$ cat config.mk
export PLATFORM = sky130hd
export DESIGN_NAME = task_enq_arb_flat
export DESIGN_NICKNAME = d
export VERILOG_FILES = /design/src/rtl/swarm_pkg.sv /design/src/rtl/reg_bus_t.sv /design/src/rtl/task_enq_arb_rr_arbiter.sv /design/src/rtl/task_enq_arb.sv /design/src/flat_wrapper.sv
export SDC_FILE = /design/constraint.sdc
export NUM_CORES = 1
export LEC_CHECK = 0
export BUFFER_PORTS_ARGS = -buffer_cell sky130_fd_sc_hd__buf_2
export CAP_MARGIN = 20
export CORE_AREA = 5 5 384 386
export DETAILED_ROUTE_END_ITERATION = 7
export DIE_AREA = 0 0 389 391
export GPL_TIMING_DRIVEN = 1
export HOLD_SLACK_MARGIN = 0.02
export SLEW_MARGIN = 20
export SYNTH_ARGS = -nofsm -noshare
export SYNTH_HDL_FRONTEND = slang
export SYNTH_SLANG_ARGS = --single-unit
$ cat constraint.sdc
create_clock -name clk -period 15.74 [get_ports clk]
set_clock_uncertainty 0.1 [all_clocks]
set_input_delay 2.361 -clock clk [delete_from_list [all_inputs] [get_ports clk]]
set_output_delay 2.361 -clock clk [all_outputs]
set_load 0.005 [all_outputs]
$ cat src/rtl/swarm_pkg.sv
// Shared swarm types and task-enqueue-arbiter register map.
// Core indices are 4 bits wide so that up to 16 cores can be addressed.
package swarm_pkg;
  localparam int CORE_W = 4;

  typedef logic [CORE_W-1:0] core_id_t;
  typedef logic [7:0]        cq_slice_slot_t;
  typedef logic [3:0]        child_id_t;

  typedef struct packed {
    logic [31:0] ts;
    logic [15:0] hint;
    logic [3:0]  ttype;
    logic [31:0] arg;
  } task_t;

  localparam logic [15:0] TEA_QUERY_CORE = 16'h0000;
  localparam logic [15:0] TEA_NUM_GRANTS = 16'h0004;
  localparam logic [15:0] TEA_NUM_STALLS = 16'h0008;
  localparam logic [15:0] TEA_TILE_ID    = 16'h000C;

  // Round-robin successor of a winner index, wrapping at n.
  function automatic core_id_t rr_next(input core_id_t idx, input int n);
    if (int'(idx) == n - 1) begin
      return '0;
    end else begin
      return idx + core_id_t'(1);
    end
  endfunction
endpackage

$ cat src/rtl/reg_bus_t.sv
// Simple register bus: single-cycle write, read data returned one cycle after arvalid.
interface reg_bus_t;
  logic        wvalid;
  logic [15:0] waddr;
  logic [31:0] wdata;
  logic        arvalid;
  logic [15:0] araddr;
  logic        rvalid;
  logic [31:0] rdata;

  modport master (input wvalid, waddr, wdata, arvalid, araddr, output rvalid, rdata);
  modport host   (output wvalid, waddr, wdata, arvalid, araddr, input rvalid, rdata);
endinterface

$ cat src/rtl/task_enq_arb_rr_arbiter.sv
// Round-robin arbiter: lowest request at or above ptr wins, otherwise the
// lowest request overall (masked / unmasked priority encoder pair).
module rr_arbiter
  import swarm_pkg::*;
#(
  parameter int N = 8
) (
  input  logic [N-1:0] req,
  input  core_id_t     ptr,
  output logic [N-1:0] grant,
  output core_id_t     idx,
  output logic         any
);

  logic [N-1:0] masked_s;

  function automatic core_id_t lowest_idx(input logic [N-1:0] v);
    core_id_t r;
    r = '0;
    for (int i = N - 1; i >= 0; i--) begin
      if (v[i]) begin
        r = core_id_t'(i);
      end else begin
        r = r;
      end
    end
    return r;
  endfunction

  // Keep only requests at or above the round-robin pointer.
  always_comb begin
    masked_s = '0;
    for (int i = 0; i < N; i++) begin
      masked_s[i] = req[i] & (core_id_t'(i) >= ptr);
    end
  end

  // Select the winner and build the one-hot grant.
  always_comb begin
    idx   = '0;
    any   = |req;
    grant = '0;
    if (|masked_s) begin
      idx = lowest_idx(masked_s);
    end else begin
      idx = lowest_idx(req);
    end
    if (any) begin
      grant = {{(N-1){1'b0}}, 1'b1} << idx;
    end else begin
      grant = '0;
    end
  end
endmodule

$ cat src/rtl/task_enq_arb.sv
// Arbitrates per-core task enqueue requests into a single registered output
// slot toward the task unit, with grant/stall statistics on the register bus.
module task_enq_arb
  import swarm_pkg::*;
#(
  parameter int N_CORES = 8,
  parameter int TILE_ID = 0
) (
  input  logic                 clk,
  input  logic                 rstn,
  input  logic [N_CORES-1:0]   in_valid,
  input  task_t                in_data [N_CORES],
  input  logic [N_CORES-1:0]   in_untied,
  input  cq_slice_slot_t       in_slot [N_CORES],
  input  child_id_t            in_child_id [N_CORES],
  output logic [N_CORES-1:0]   in_ready,
  output logic                 out_valid,
  output task_t                out_data,
  output logic                 out_untied,
  output cq_slice_slot_t       out_slot,
  output child_id_t            out_child_id,
  output core_id_t             out_core,
  input  logic                 out_ready,
  reg_bus_t.master             reg_bus
);

  localparam int IDX_W = (N_CORES > 1) ? $clog2(N_CORES) : 1;

  logic               slot_free_s;
  logic [N_CORES-1:0] req_s;
  logic [N_CORES-1:0] grant_s;
  core_id_t           win_idx_s;
  logic               win_any_s;
  core_id_t           ptr_r;
  logic [31:0]        grants_r [N_CORES];
  logic [31:0]        stalls_r;
  core_id_t           query_core_r;
  logic [31:0]        rd_mux_s;

  // Requests are masked during reset so in_ready stays low.
  assign slot_free_s = !out_valid | out_ready;
  assign req_s       = in_valid & {N_CORES{slot_free_s & rstn}};
  assign in_ready    = grant_s;

  rr_arbiter #(.N(N_CORES)) u_arb (
    .req   (req_s),
    .ptr   (ptr_r),
    .grant (grant_s),
    .idx   (win_idx_s),
    .any   (win_any_s)
  );

  // Output slot and round-robin pointer; payload is don't-care while empty.
  always_ff @(posedge clk) begin
    if (!rstn) begin
      out_valid <= 1'b0;
      ptr_r     <= '0;
    end else if (slot_free_s) begin
      out_valid <= win_any_s;
      if (win_any_s) begin
        out_data     <= in_data[win_idx_s[IDX_W-1:0]];
        out_untied   <= in_untied[win_idx_s[IDX_W-1:0]];
        out_slot     <= in_slot[win_idx_s[IDX_W-1:0]];
        out_child_id <= in_child_id[win_idx_s[IDX_W-1:0]];
        out_core     <= win_idx_s;
        ptr_r        <= rr_next(win_idx_s, N_CORES);
      end
    end
  end

  // Grant and stall statistics, wrapping at 32 bits.
  always_ff @(posedge clk) begin
    if (!rstn) begin
      for (int i = 0; i < N_CORES; i++) begin
        grants_r[i] <= 32'd0;
      end
      stalls_r <= 32'd0;
    end else begin
      for (int i = 0; i < N_CORES; i++) begin
        if (grant_s[i]) begin
          grants_r[i] <= grants_r[i] + 32'd1;
        end
      end
      if ((|in_valid) && !slot_free_s) begin
        stalls_r <= stalls_r + 32'd1;
      end
    end
  end

  // Register read mux; out-of-range query cores read as zero.
  always_comb begin
    rd_mux_s = 32'd0;
    case (reg_bus.araddr)
      TEA_QUERY_CORE: rd_mux_s = 32'(query_core_r);
      TEA_NUM_GRANTS: begin
        if ({1'b0, query_core_r} < 5'(N_CORES)) begin
          rd_mux_s = grants_r[query_core_r[IDX_W-1:0]];
        end else begin
          rd_mux_s = 32'd0;
        end
      end
      TEA_NUM_STALLS: rd_mux_s = stalls_r;
      TEA_TILE_ID:    rd_mux_s = 32'(TILE_ID);
      default:        rd_mux_s = 32'd0;
    endcase
  end

  // Register bus write decode and one-cycle read response.
  always_ff @(posedge clk) begin
    if (!rstn) begin
      query_core_r   <= '0;
      reg_bus.rvalid <= 1'b0;
      reg_bus.rdata  <= 32'd0;
    end else begin
      reg_bus.rvalid <= reg_bus.arvalid;
      if (reg_bus.arvalid) begin
        reg_bus.rdata <= rd_mux_s;
      end
      if (reg_bus.wvalid && (reg_bus.waddr == TEA_QUERY_CORE)) begin
        query_core_r <= core_id_t'(reg_bus.wdata);
      end
    end
  end
endmodule

$ cat src/flat_wrapper.sv
// flat-port wrapper written by rule: the top's interface ports become plain ports
module task_enq_arb_flat import swarm_pkg::*;
#(
  parameter int N_CORES = 8,
  parameter int TILE_ID = 0
)
  (clk, rstn, in_valid, in_data, in_untied, in_slot, in_child_id, in_ready, out_valid, out_data, out_untied, out_slot, out_child_id, out_core, out_ready, reg_bus_wvalid, reg_bus_waddr, reg_bus_wdata, reg_bus_arvalid, reg_bus_araddr, reg_bus_rvalid, reg_bus_rdata);
  reg_bus_t reg_bus_i ();
  input  logic clk;
  input  logic rstn;
  input  logic [N_CORES-1:0] in_valid;
  input  task_t in_data[N_CORES];
  input  logic [N_CORES-1:0] in_untied;
  input  cq_slice_slot_t in_slot[N_CORES];
  input  child_id_t in_child_id[N_CORES];
  output logic [N_CORES-1:0] in_ready;
  output logic out_valid;
  output task_t out_data;
  output logic out_untied;
  output cq_slice_slot_t out_slot;
  output child_id_t out_child_id;
  output core_id_t out_core;
  input  logic out_ready;
  input wire logic [$bits(reg_bus_i.wvalid)-1:0] reg_bus_wvalid;
  input wire logic [$bits(reg_bus_i.waddr)-1:0] reg_bus_waddr;
  input wire logic [$bits(reg_bus_i.wdata)-1:0] reg_bus_wdata;
  input wire logic [$bits(reg_bus_i.arvalid)-1:0] reg_bus_arvalid;
  input wire logic [$bits(reg_bus_i.araddr)-1:0] reg_bus_araddr;
  output wire logic [$bits(reg_bus_i.rvalid)-1:0] reg_bus_rvalid;
  output wire logic [$bits(reg_bus_i.rdata)-1:0] reg_bus_rdata;
  assign reg_bus_i.wvalid = reg_bus_wvalid;
  assign reg_bus_i.waddr = reg_bus_waddr;
  assign reg_bus_i.wdata = reg_bus_wdata;
  assign reg_bus_i.arvalid = reg_bus_arvalid;
  assign reg_bus_i.araddr = reg_bus_araddr;
  assign reg_bus_rvalid = reg_bus_i.rvalid;
  assign reg_bus_rdata = reg_bus_i.rdata;
  task_enq_arb #(.N_CORES(N_CORES), .TILE_ID(TILE_ID)) u_core (.clk(clk), .rstn(rstn), .in_valid(in_valid), .in_data(in_data), .in_untied(in_untied), .in_slot(in_slot), .in_child_id(in_child_id), .in_ready(in_ready), .out_valid(out_valid), .out_data(out_data), .out_untied(out_untied), .out_slot(out_slot), .out_child_id(out_child_id), .out_core(out_core), .out_ready(out_ready), .reg_bus(reg_bus_i));
endmodule
* Yosys cells after proc, flatten, opt, wreduce, memory -nomap -nowiden *
Memories as Yosys holds them, arrays and structs flattened. A register that Yosys moved wholly into a read port is not among the register bits.
Cells that the tools add are included.

storage, ports and cells
  register bits = 175
  memory bits (writable) = 256
  bits of input ports = 853
  output and inout bits = 143
  word-level logic and storage cells = 138
  memories kept = 1

cells by class
  $add $sub $neg = 10
  $lt $le $gt $ge = 11
  equal/unequal tests = 3
  shift-type cells = 1
  muxes and demuxes = 67
  bitwise gates (word level) = 20
  reduce and logical (&&, ||, !) cells = 11

memory list
  name             words  bits a word  read ports  clocked after Yosys merged registers in  write ports  line                text
  u_core.grants_r  8      32           9           1                                        8            task_enq_arb.sv:35  logic [31:0] grants_r [N_CORES];

operators with widths
  operator                                                           count
  adder 32 x 1 -> 32 bit (second input constant)                     9
  2-to-1 mux 32 bit                                                  9
  binary-select mux 84 bit (select 3 bit)                            1
  2-to-1 mux 84 bit                                                  2
  one-hot mux 32 bit (3 select lines)                                1
  2-to-1 mux 4 bit                                                   18
  logical NOT 16 bit                                                 2
  2-to-1 mux 1 bit                                                   26
  binary-select mux 8 bit (select 3 bit)                             1
  2-to-1 mux 8 bit                                                   3
  OR reduction 8 bit                                                 3
  == test 16 x 3 -> 1 bit (second input constant)                    1
  == test 16 x 4 -> 1 bit (second input constant)                    1
  greater-or-equal comparator 3 x 4 -> 1 bit (first input constant)  4
  binary-select mux 4 bit (select 3 bit)                             1
  2-to-1 mux 3 bit                                                   4
  bitwise AND 1 bit                                                  9
  OR 1 bit                                                           9
  bitwise AND 8 bit                                                  1
  greater-or-equal comparator 1 x 4 -> 1 bit (first input constant)  2
  greater-or-equal comparator 2 x 4 -> 1 bit (first input constant)  2
  << shifter 1 x 4 -> 8 bit (first input constant)                   1
  adder 4 x 1 -> 4 bit (second input constant)                       1
  == test 4 bit (second input constant)                              1
  other kinds (9)                                                    11

* Logic depth before layout (Yosys ltp) *
Gate-level depths: netlist of run 1.

  word-level depth = 20
  mapped depth = 14
  depth with buffers taken out = 10

* Hierarchy *
Synthesis of run 1 repeated with hierarchy kept, for this count alone.

unflattened totals
  cells, all modules = 2,486
  area, all modules = 29,614.7 µm²

modules (own cells, without submodules)
  module        instances  cells each  area each (µm²)  sequential area each (µm²)
  task_enq_arb  1          2,431       29,254.3         12,261.8
  rr_arbiter    1          55          360.3            0.0

* Worst setup path after synthesis of run 1 *
No wires, ideal clock.

  path type = input-to-output
  from = input port out_ready
  to = output port in_ready[3]
  data arrival time = 6.712 ns
  required time = 13.279 ns
  slack = 6.567 ns
  cell stages on the path = 8
  path buffers = 2
  cells stage by stage = nand2b_2 nand2_1 a21o_1 inv_2 clkbuf_1 nand2_1 buf_1 inv_2

on the way
  word-level cells in the longest chain between the ends = 15
  elaborated cells between the ends (all ways) = 32
  those cells by class = shift: 1; mux: 18; bitwise: 11; reduce/logical: 2

RTL lines
  what                            line                           text
  start, declared                 flat_wrapper.sv:23             input logic out_ready;
  OR 1 bit (*)                    task_enq_arb.sv:41             assign slot_free_s = !out_valid | out_ready;
  bitwise AND 1 bit (*)           task_enq_arb.sv:42             assign req_s = in_valid & {N_CORES{slot_free_s & rstn}};
  bitwise AND 8 bit (*)           task_enq_arb.sv:42
  bitwise AND 1 bit               task_enq_arb_rr_arbiter.sv:34  masked_s[i] = req[i] & (core_id_t'(i) >= ptr);
  2-to-1 mux 3 bit                task_enq_arb_rr_arbiter.sv:21  if (v[i]) begin
  2-to-1 mux 4 bit (7 in series)  task_enq_arb_rr_arbiter.sv:21
  2-to-1 mux 4 bit                task_enq_arb_rr_arbiter.sv:43  if (|masked_s) begin
  << shifter 1 x 4 -> 8 bit       task_enq_arb_rr_arbiter.sv:49  grant = {{(N-1){1'b0}}, 1'b1} << idx;
  2-to-1 mux 8 bit (*)            task_enq_arb_rr_arbiter.sv:48  if (any) begin
  end, declared                   flat_wrapper.sv:16             output logic [N_CORES-1:0] in_ready;

Every way passes the cells marked *; elsewhere a longest branch is shown, timed or not.

* Final worst setup path of run 1 *
  from = input port rstn
  to = output port in_ready[4]

on the way
  word-level cells in the longest chain between the ends = 14
  elaborated cells between the ends (all ways) = 31
  those cells by class = shift: 1; mux: 18; bitwise: 10; reduce/logical: 2

RTL lines
  what                            line                           text
  start, declared                 flat_wrapper.sv:10             input logic rstn;
  bitwise AND 1 bit (*)           task_enq_arb.sv:42
  bitwise AND 8 bit (*)           task_enq_arb.sv:42
  bitwise AND 1 bit               task_enq_arb_rr_arbiter.sv:34
  2-to-1 mux 3 bit                task_enq_arb_rr_arbiter.sv:21
  2-to-1 mux 4 bit (7 in series)  task_enq_arb_rr_arbiter.sv:21
  2-to-1 mux 4 bit                task_enq_arb_rr_arbiter.sv:43
  << shifter 1 x 4 -> 8 bit       task_enq_arb_rr_arbiter.sv:49
  2-to-1 mux 8 bit (*)            task_enq_arb_rr_arbiter.sv:48

Marks and branches as above.

==> results of run 1 <==
[registers in the layout, summed over array words and instances (netlist names), named ones only]
register / cells
u_core.out_core: 3
u_core.reg_bus.rdata: 32
u_core.out_untied: 1
u_core.grants_r: 256
u_core.stalls_r: 32
u_core.query_core_r: 4
u_core.out_child_id: 4
u_core.out_slot: 8
u_core.ptr_r: 4
u_core.out_valid: 1
u_core.out_data: 84
u_core.reg_bus.rvalid: 1
[logic make-up after synthesis]
group / after synthesis
xor gates and xnor gates: 253
and+or+nand+nor: 849
adders and majority gates: 16
AOI/OAI and AO/OA: 129
muxes: 781
buffers and inverters: 183
other: 1
DFF: 433
[final timing paths]
kind | to | start | slack (ps)
max | in_ready[4] | rstn | 7090
min | u_core.ptr_r[3] | u_core.ptr_r[3] | 360
max reg2reg | u_core.out_child_id[2] | u_core.ptr_r[1] | 9880
min reg2reg | u_core.ptr_r[3] | u_core.ptr_r[3] | 360
[through the flow]
step	setup WS [ps]	hold slack, ps	power, mW	area [um^2]	utilization
finish	7086	363.7	3.572	37870	0.2645
global route	6803	403.9	3.721	37830	0.2643
CTS	6997	364.0	3.613	37800	0.2641
detailed placement	6914	358.0	2.256	35890	0.2508
global placement	6957	353.3	2.247	35890	0.2508
floorplan	6567	343.4	1.868	29140	-
[cell type report]
cell class | instances | area share
multi-input combinational | 2029 | 0.4235
sequential | 433 | 0.3232
timing repair buffer | 997 | 0.1342
tap | 1903 | 0.06288
clock buffer | 75 | 0.04101
clock inverter | 29 | 0.009318
inverter | 36 | 0.004230
antenna | 26 | 0.001718
[critical path: stages]
cell and delay, ps:
buf_2 80, buf_4 390, inv_2 530, nor3b_2 520, a22o_1 630, clkinv_8 590
nand3_1 290, buf_4 390, inv_2 110, buf_2 190
[routing by layer]
layer | part of all wire | vias to the layer above
li1 | - | 11601
met4 | 0.029 | 40
met1 | 0.40 | 12447
met2 | 0.45 | 1254
met5 | 0.0018 | -
met3 | 0.12 | 260
[cell usage after synthesis, types with 16 or more instances]
master,number,area share
mux2i_1,620,0.21
nor2_1,378,0.049
edfxtp_1,356,0.37
xor2_1,150,0.045
nand2_1,122,0.016
nand3_1,112,0.019
xnor2_1,103,0.031
mux2_2,97,0.037
dfxtp_1,77,0.053
mux4_2,64,0.049
clkbuf_1,59,0.0076
a21oi_1,53,0.0091
nand4_1,47,0.010
and3_1,46,0.0099
buf_2,46,0.0079
and2_1,33,0.0071
inv_1,28,0.0036
a2bb2oi_1,27,0.0081
and4_1,20,0.0060
o21ai_0,20,0.0034
nor3_1,19,0.0033
or3_1,19,0.0041
ha_1,16,0.0069
nor4_1,16,0.0034
[where the power goes]
group	switching [mW]	internal, mW
Clock	0.561	0.778
Sequential	0.0839	1.34
Combinational	0.452	0.353
Total	1.10	2.47
==> impl_metrics.tcl, run 1 <==
set metrics [dict create \
    ctsLongestPathBuffers 3 \
    crit_arrival_ps 6190 \
    synth_compound_area_frac 0.02881 \
    synth_ff_type "edfxtp_1" \
    synth_async_sr_flop_share 0 \
    ys_types 64 \
    final_common_cell "buf_2" \
    fp.dieW_um 389 \
    place_congestion 0.9369 \
    grt_overflow_total 0 \
    synth_fa_ha_area_frac 0.006869 \
    cts_tree "yes" \
    grt_pass1_vias 24380 \
    use_met2 0.2960 \
    outcome "finished, final reports clean" \
    min_path_cells 2 \
    cts_setup_buffers 0 \
    core_mm2 0.1431 \
    first_pass_iters 5 \
    drc 0 \
    fmax_mhz 115.6 \
    yosysSeqAreaShare 0.4197 \
    syn_to_final_growth_pct 29.93 \
    pin_count 996 \
    cp.required_ps 13280 \
    initial_utilization 0.2036 \
    synth_edf_count 356 \
    fin_crit_sh 0.5498 \
    hold_viol_final 0 \
    layout-drive-gt1-share 0.3548 \
    setup_tns_ps 0 \
    grt_pass1_wl_um 200100 \
    cp-start-kind "input pin" \
    final_net_count 4421 \
    antenna_found_initial 99 \
    clock-sinks 433 \
    worstSetupEndpointType "output pin" \
    power_leakage_nw 16.08 \
    chipHeight_um 391 \
    finalSetupViolCount 0 \
    synth_warnings 0 \
    dieArea_mm2 0.1521 \
    cts_buffers 55 \
    clk_latency_ps 690 \
    tightestPinTransition_ps 1136 \
    synthCells 2645 \
    syn_avg_cell_area_um2 11.02 \
    relSlewSlack 0.2427 \
    via_count 25602 \
    regArea_mm2 0.01224 \
    n_fill_cell 15216 \
    synth_xor_xnor_area_share 0.07603 \
    maxSlewViolCount 0 \
    routed_via_density 4.631 \
    fin_cells 5528 \
    port_buffers 966 \
    final_cell_mix "buf_2, mux2i_1, nor2_1, edfxtp_1, xor2_1" \
    muxShareOfSynthArea 0.2999 \
    max-cap-violations 0 \
    grt_max_degree 119 \
    cts.htree.levels 2 \
    synth_top_family_by_area "multiplexers" \
    root_buffer "clkbuf_16" \
    period_needed_ps 8654 \
    clkTransAtPathRegs_ps 60 \
    met1_usage 0.2411 \
    multiInputGateArea_mm2 0.01604 \
    rsz0062_at_grt "false" \
    p_per_area_mw_per_mm2 94.33 \
    core.rowCount 139 \
    cts-resized-gates 0 \
    grt-busiest-layer "met2" \
    peakVddDrop_uv 107.1 \
    ys_ff_latch 433 \
    grt_use_total 0.1883 \
    critPathMaxFanout 94 \
    cts_hold_buf 0 \
    syn_area_mm2 0.02914 \
    placedCellCount 5398 \
    dpl.hpwl_um 127000 \
    hp-class "reg -> reg" \
    antenna_left 0 \
    reg2reg_depth 11 \
    crit_type "in -> out" \
    drtIter0Drc 2138 \
    grt_util_met3 0.07816 \
    wl_um 152400 \
    synth_nets 3514 \
    synth-simple-area-share 0.1374 \
    wl_per_cell_um 27.58 \
]
Note: power is estimated with default switching activity, not from simulation.
==> inputs of run 2 (changes only) <==
--- a/config.mk
+++ b/config.mk
@@ -5,6 +5,7 @@
 export SDC_FILE = /design/constraint.sdc
 export NUM_CORES = 1
 export LEC_CHECK = 0
+export ABC_AREA = 1
 export BUFFER_PORTS_ARGS = -buffer_cell sky130_fd_sc_hd__buf_2
 export CAP_MARGIN = 20
 export CORE_AREA = 5 5 384 386
==> constraint.sdc (replaced) <==
create_clock -name clk -period 7.6 [get_ports clk]
set_clock_uncertainty 0.1 [all_clocks]
set_input_delay 1.14 -clock clk [delete_from_list [all_inputs] [get_ports clk]]
set_output_delay 1.14 -clock clk [all_outputs]
set_load 0.005 [all_outputs]
==> run 2 against run 1 <==
- sequential power rose by 120%
- clock power rose by 110%
- die area did not move
- largest power group is now combinational cells
- critical path depth rose by 6
- setup slack got worse by 5300 ps
- combinational power rose to 4.4 times the previous value
- critical path type unchanged
- synthesized area rose by 18%
- sequential share of layout area fell by 3.6 points
- core utilization rose by 3.3 points
- total power rose to 2.7 times the previous value
- via count rose by 52%
==> impl_metrics.tcl, run 2 <==
set metrics [dict create \
    pin_count 996 \
    place_worst_setup_slack_ps 1711 \
    cts_tree "yes" \
    port_buffers 966 \
    reg2reg_depth 17 \
    first_pass_iters 6 \
    tightestPinTransition_ps 1235 \
    via_count 38801 \
    clock-sinks 433 \
    cp_common_cell "nand2_1" \
    grt_use_total 0.2185 \
    setup_tns_ps 0 \
    wl_um 176400 \
    ctsLongestPathBuffers 3 \
    clk_latency_ps 690 \
    cts.htree.levels 2 \
    syn_to_final_growth_pct 24.04 \
    cp.depth 16 \
    wl_per_cell_um 21.71 \
    cp_slowest_stage_delay_ps 420 \
    hp-class "reg -> reg" \
    cts_buffers 58 \
    largest-register "u_core.grants_r" \
    synth_top_area_cell "edfxtp_1" \
    timing.rr.end "u_core.out_data[23]" \
    cp-endpoint "in_ready[3]" \
    grt_overflow_total 0 \
    maxSlewViolCount 0 \
    grt_pass1_wl_um 245800 \
    path_buf_inv 5 \
    dpl.hpwl_um 142500 \
    multiInputGateArea_mm2 0.01651 \
    synth_top_cell_area_share 0.3113 \
    synth_warnings 0 \
    final_cell_mix "nand2_1, inv_1, buf_2, nand3_1, edfxtp_1" \
    synth.area.top_cells "edfxtp_1, nand2_1, nand3_1" \
    regArea_mm2 0.01224 \
    synth_fa_ha_area_frac 0.005829 \
    grt_max_degree 170 \
    crit_arrival_ps 4610 \
    cts_setup_buffers 0 \
    synth_async_sr_flop_share 0 \
    layout-drive-gt1-share 0.1842 \
    synthCells 5365 \
    synth_edf_count 356 \
    ys_types 44 \
    initial_utilization 0.2400 \
    fp.dieW_um 389 \
    synth_xor_xnor_area_share 0.01811 \
    final_net_count 7015 \
    chipHeight_um 391 \
    period_needed_ps 5855 \
    cts-resized-gates 0 \
    fin_crit_sh 0.7703 \
    cp.required_ps 6360 \
    crit_path_cell_trace "buf_2, nand2_2, nor2_1, nand3_1, nand2_1, nor2_1, nand2_1, o21bai_1, nand2_8, inv_8, ha_1, ha_1, nand2_1, buf_4, inv_1, buf_2" \
    largestRegisters "u_core.grants_r (256), u_core.out_data (84)" \
    rrSetupSlack_ps 2710 \
    root_buffer "clkbuf_16" \
    ys_ff_latch 433 \
    fin_area_mm2 0.04260 \
    dieArea_mm2 0.1521 \
    synth.most_common_cell "nand2_1" \
    core.rowCount 139 \
    clkTransAtPathRegs_ps 60 \
    largest_reg_flops 256 \
    synth_compound_area_frac 0.08587 \
    yosysSeqAreaShare 0.3561 \
    fmax_mhz 170.8 \
    hold_slack_ps 363.2 \
    grt_pass1_vias 36114 \
    drc 0 \
    finalSetupViolCount 0 \
    syn_avg_cell_area_um2 6.402 \
    drtIter0Drc 3707 \
    outcome "finished, final reports clean" \
    synth_common_cells "nand2_1, inv_1, nand3_1, edfxtp_1, nor2_1" \
    antenna_found_initial 74 \
    p_per_area_mw_per_mm2 223.3 \
    cp-start-kind "input pin" \
    max-cap-violations 0 \
    synth_top_family_by_area "simple AND/OR/NAND/NOR gates" \
    finalCoreUtilization 0.2976 \
    syn_area_mm2 0.03435 \
    fin_ws_ps 1745 \
    core_mm2 0.1431 \
    rsz0062_at_grt "false" \
    synth_ff_type "edfxtp_1" \
    n_fill_cell 16204 \
    routed_via_density 4.775 \
    peakVddDrop_uv 176.4 \
    r2r_start "u_core.out_valid" \
    synth_nets 6234 \
    power_leakage_nw 21.40 \
    final_common_cell "nand2_1" \
    hold_viol_final 0 \
    crit_family "buffers and inverters" \
    placed_area_mm2 0.04058 \
    crit_type "in -> out" \
    worstSetupEndpointType "output pin" \
    cts_hold_buf 0 \
    slowest_stage "inv_8" \
    critPathMaxFanout 46 \
    relSlewSlack 0.1662 \
    antenna_left 0 \
    muxShareOfSynthArea 0 \
    place_congestion 0.9451 \
    synth-simple-area-share 0.3689 \
    crit_start "rstn" \
]
run 2: worst min path at each step:
stage / startpoint / end / slack, ps / depth (start not counted)
after floorplan: u_core.query_core_r[2] / flop / 340 / 2
after global placement: u_core.reg_bus.rdata[13] / u_core.reg_bus.rdata[13] / 350 / 2
after detailed placement: u_core.reg_bus.rdata[20] / u_core.reg_bus.rdata[20] / 360 / 2
after CTS: u_core.reg_bus.rdata[20] / u_core.reg_bus.rdata[20] / 360 / 2
after global routing: u_core.reg_bus.rdata[18] / u_core.reg_bus.rdata[18] / 390 / 2
final: u_core.reg_bus.rdata[18] / u_core.reg_bus.rdata[18] / 360 / 2
run 2: final cells by class:
type | instances | area share
Sequential cell | 433 | 0.2873
Clock buffer | 77 | 0.03771
Multi-Input combinational cell | 3526 | 0.3876
Timing Repair Buffer | 1009 | 0.1231
Inverter | 1118 | 0.09877
Antenna cell | 28 | 0.001645
Clock inverter | 32 | 0.007930
Tap cell | 1903 | 0.05589
run 2: where the power goes:
part           internal (mW)  switching [mW]
clock                   1.60            1.17
combinational          0.976            2.56
sequential              2.96           0.238
run 2: logic make-up after synthesis:
kind of cell | after synthesis
and+or+nand+nor | 2892
buffers and inverters | 1406
AOI/OAI and AO/OA | 546
DFF | 433
xor gates and xnor gates | 71
adders and majority gates | 16
other | 1
run 2: layer usage:
layer	track usage	routed length (um)	vias to the layer above
li1	-	-	18720
met1	0.2847	72940	18166
met5	0	142	-
met2	0.3560	81480	1613
met4	0.06480	5769	24
met3	0.05734	16080	278
run 2: tightest hold or removal path, cell delays in order (launching register included):
cell	delay, ps
dfxtp_1	310
nand2_1	60
a21oi_1	50
run 2: metrics by stage:
| step | cells | power, mW |
|---|---|---|
| detailed placement | 7989 | 6.800 |
| CTS | 8098 | 9.605 |
| global placement | 7989 | 6.777 |
| finish | 8126 | 9.514 |
| floorplan | 5365 | 5.128 |
| global route | 8120 | 10.09 |
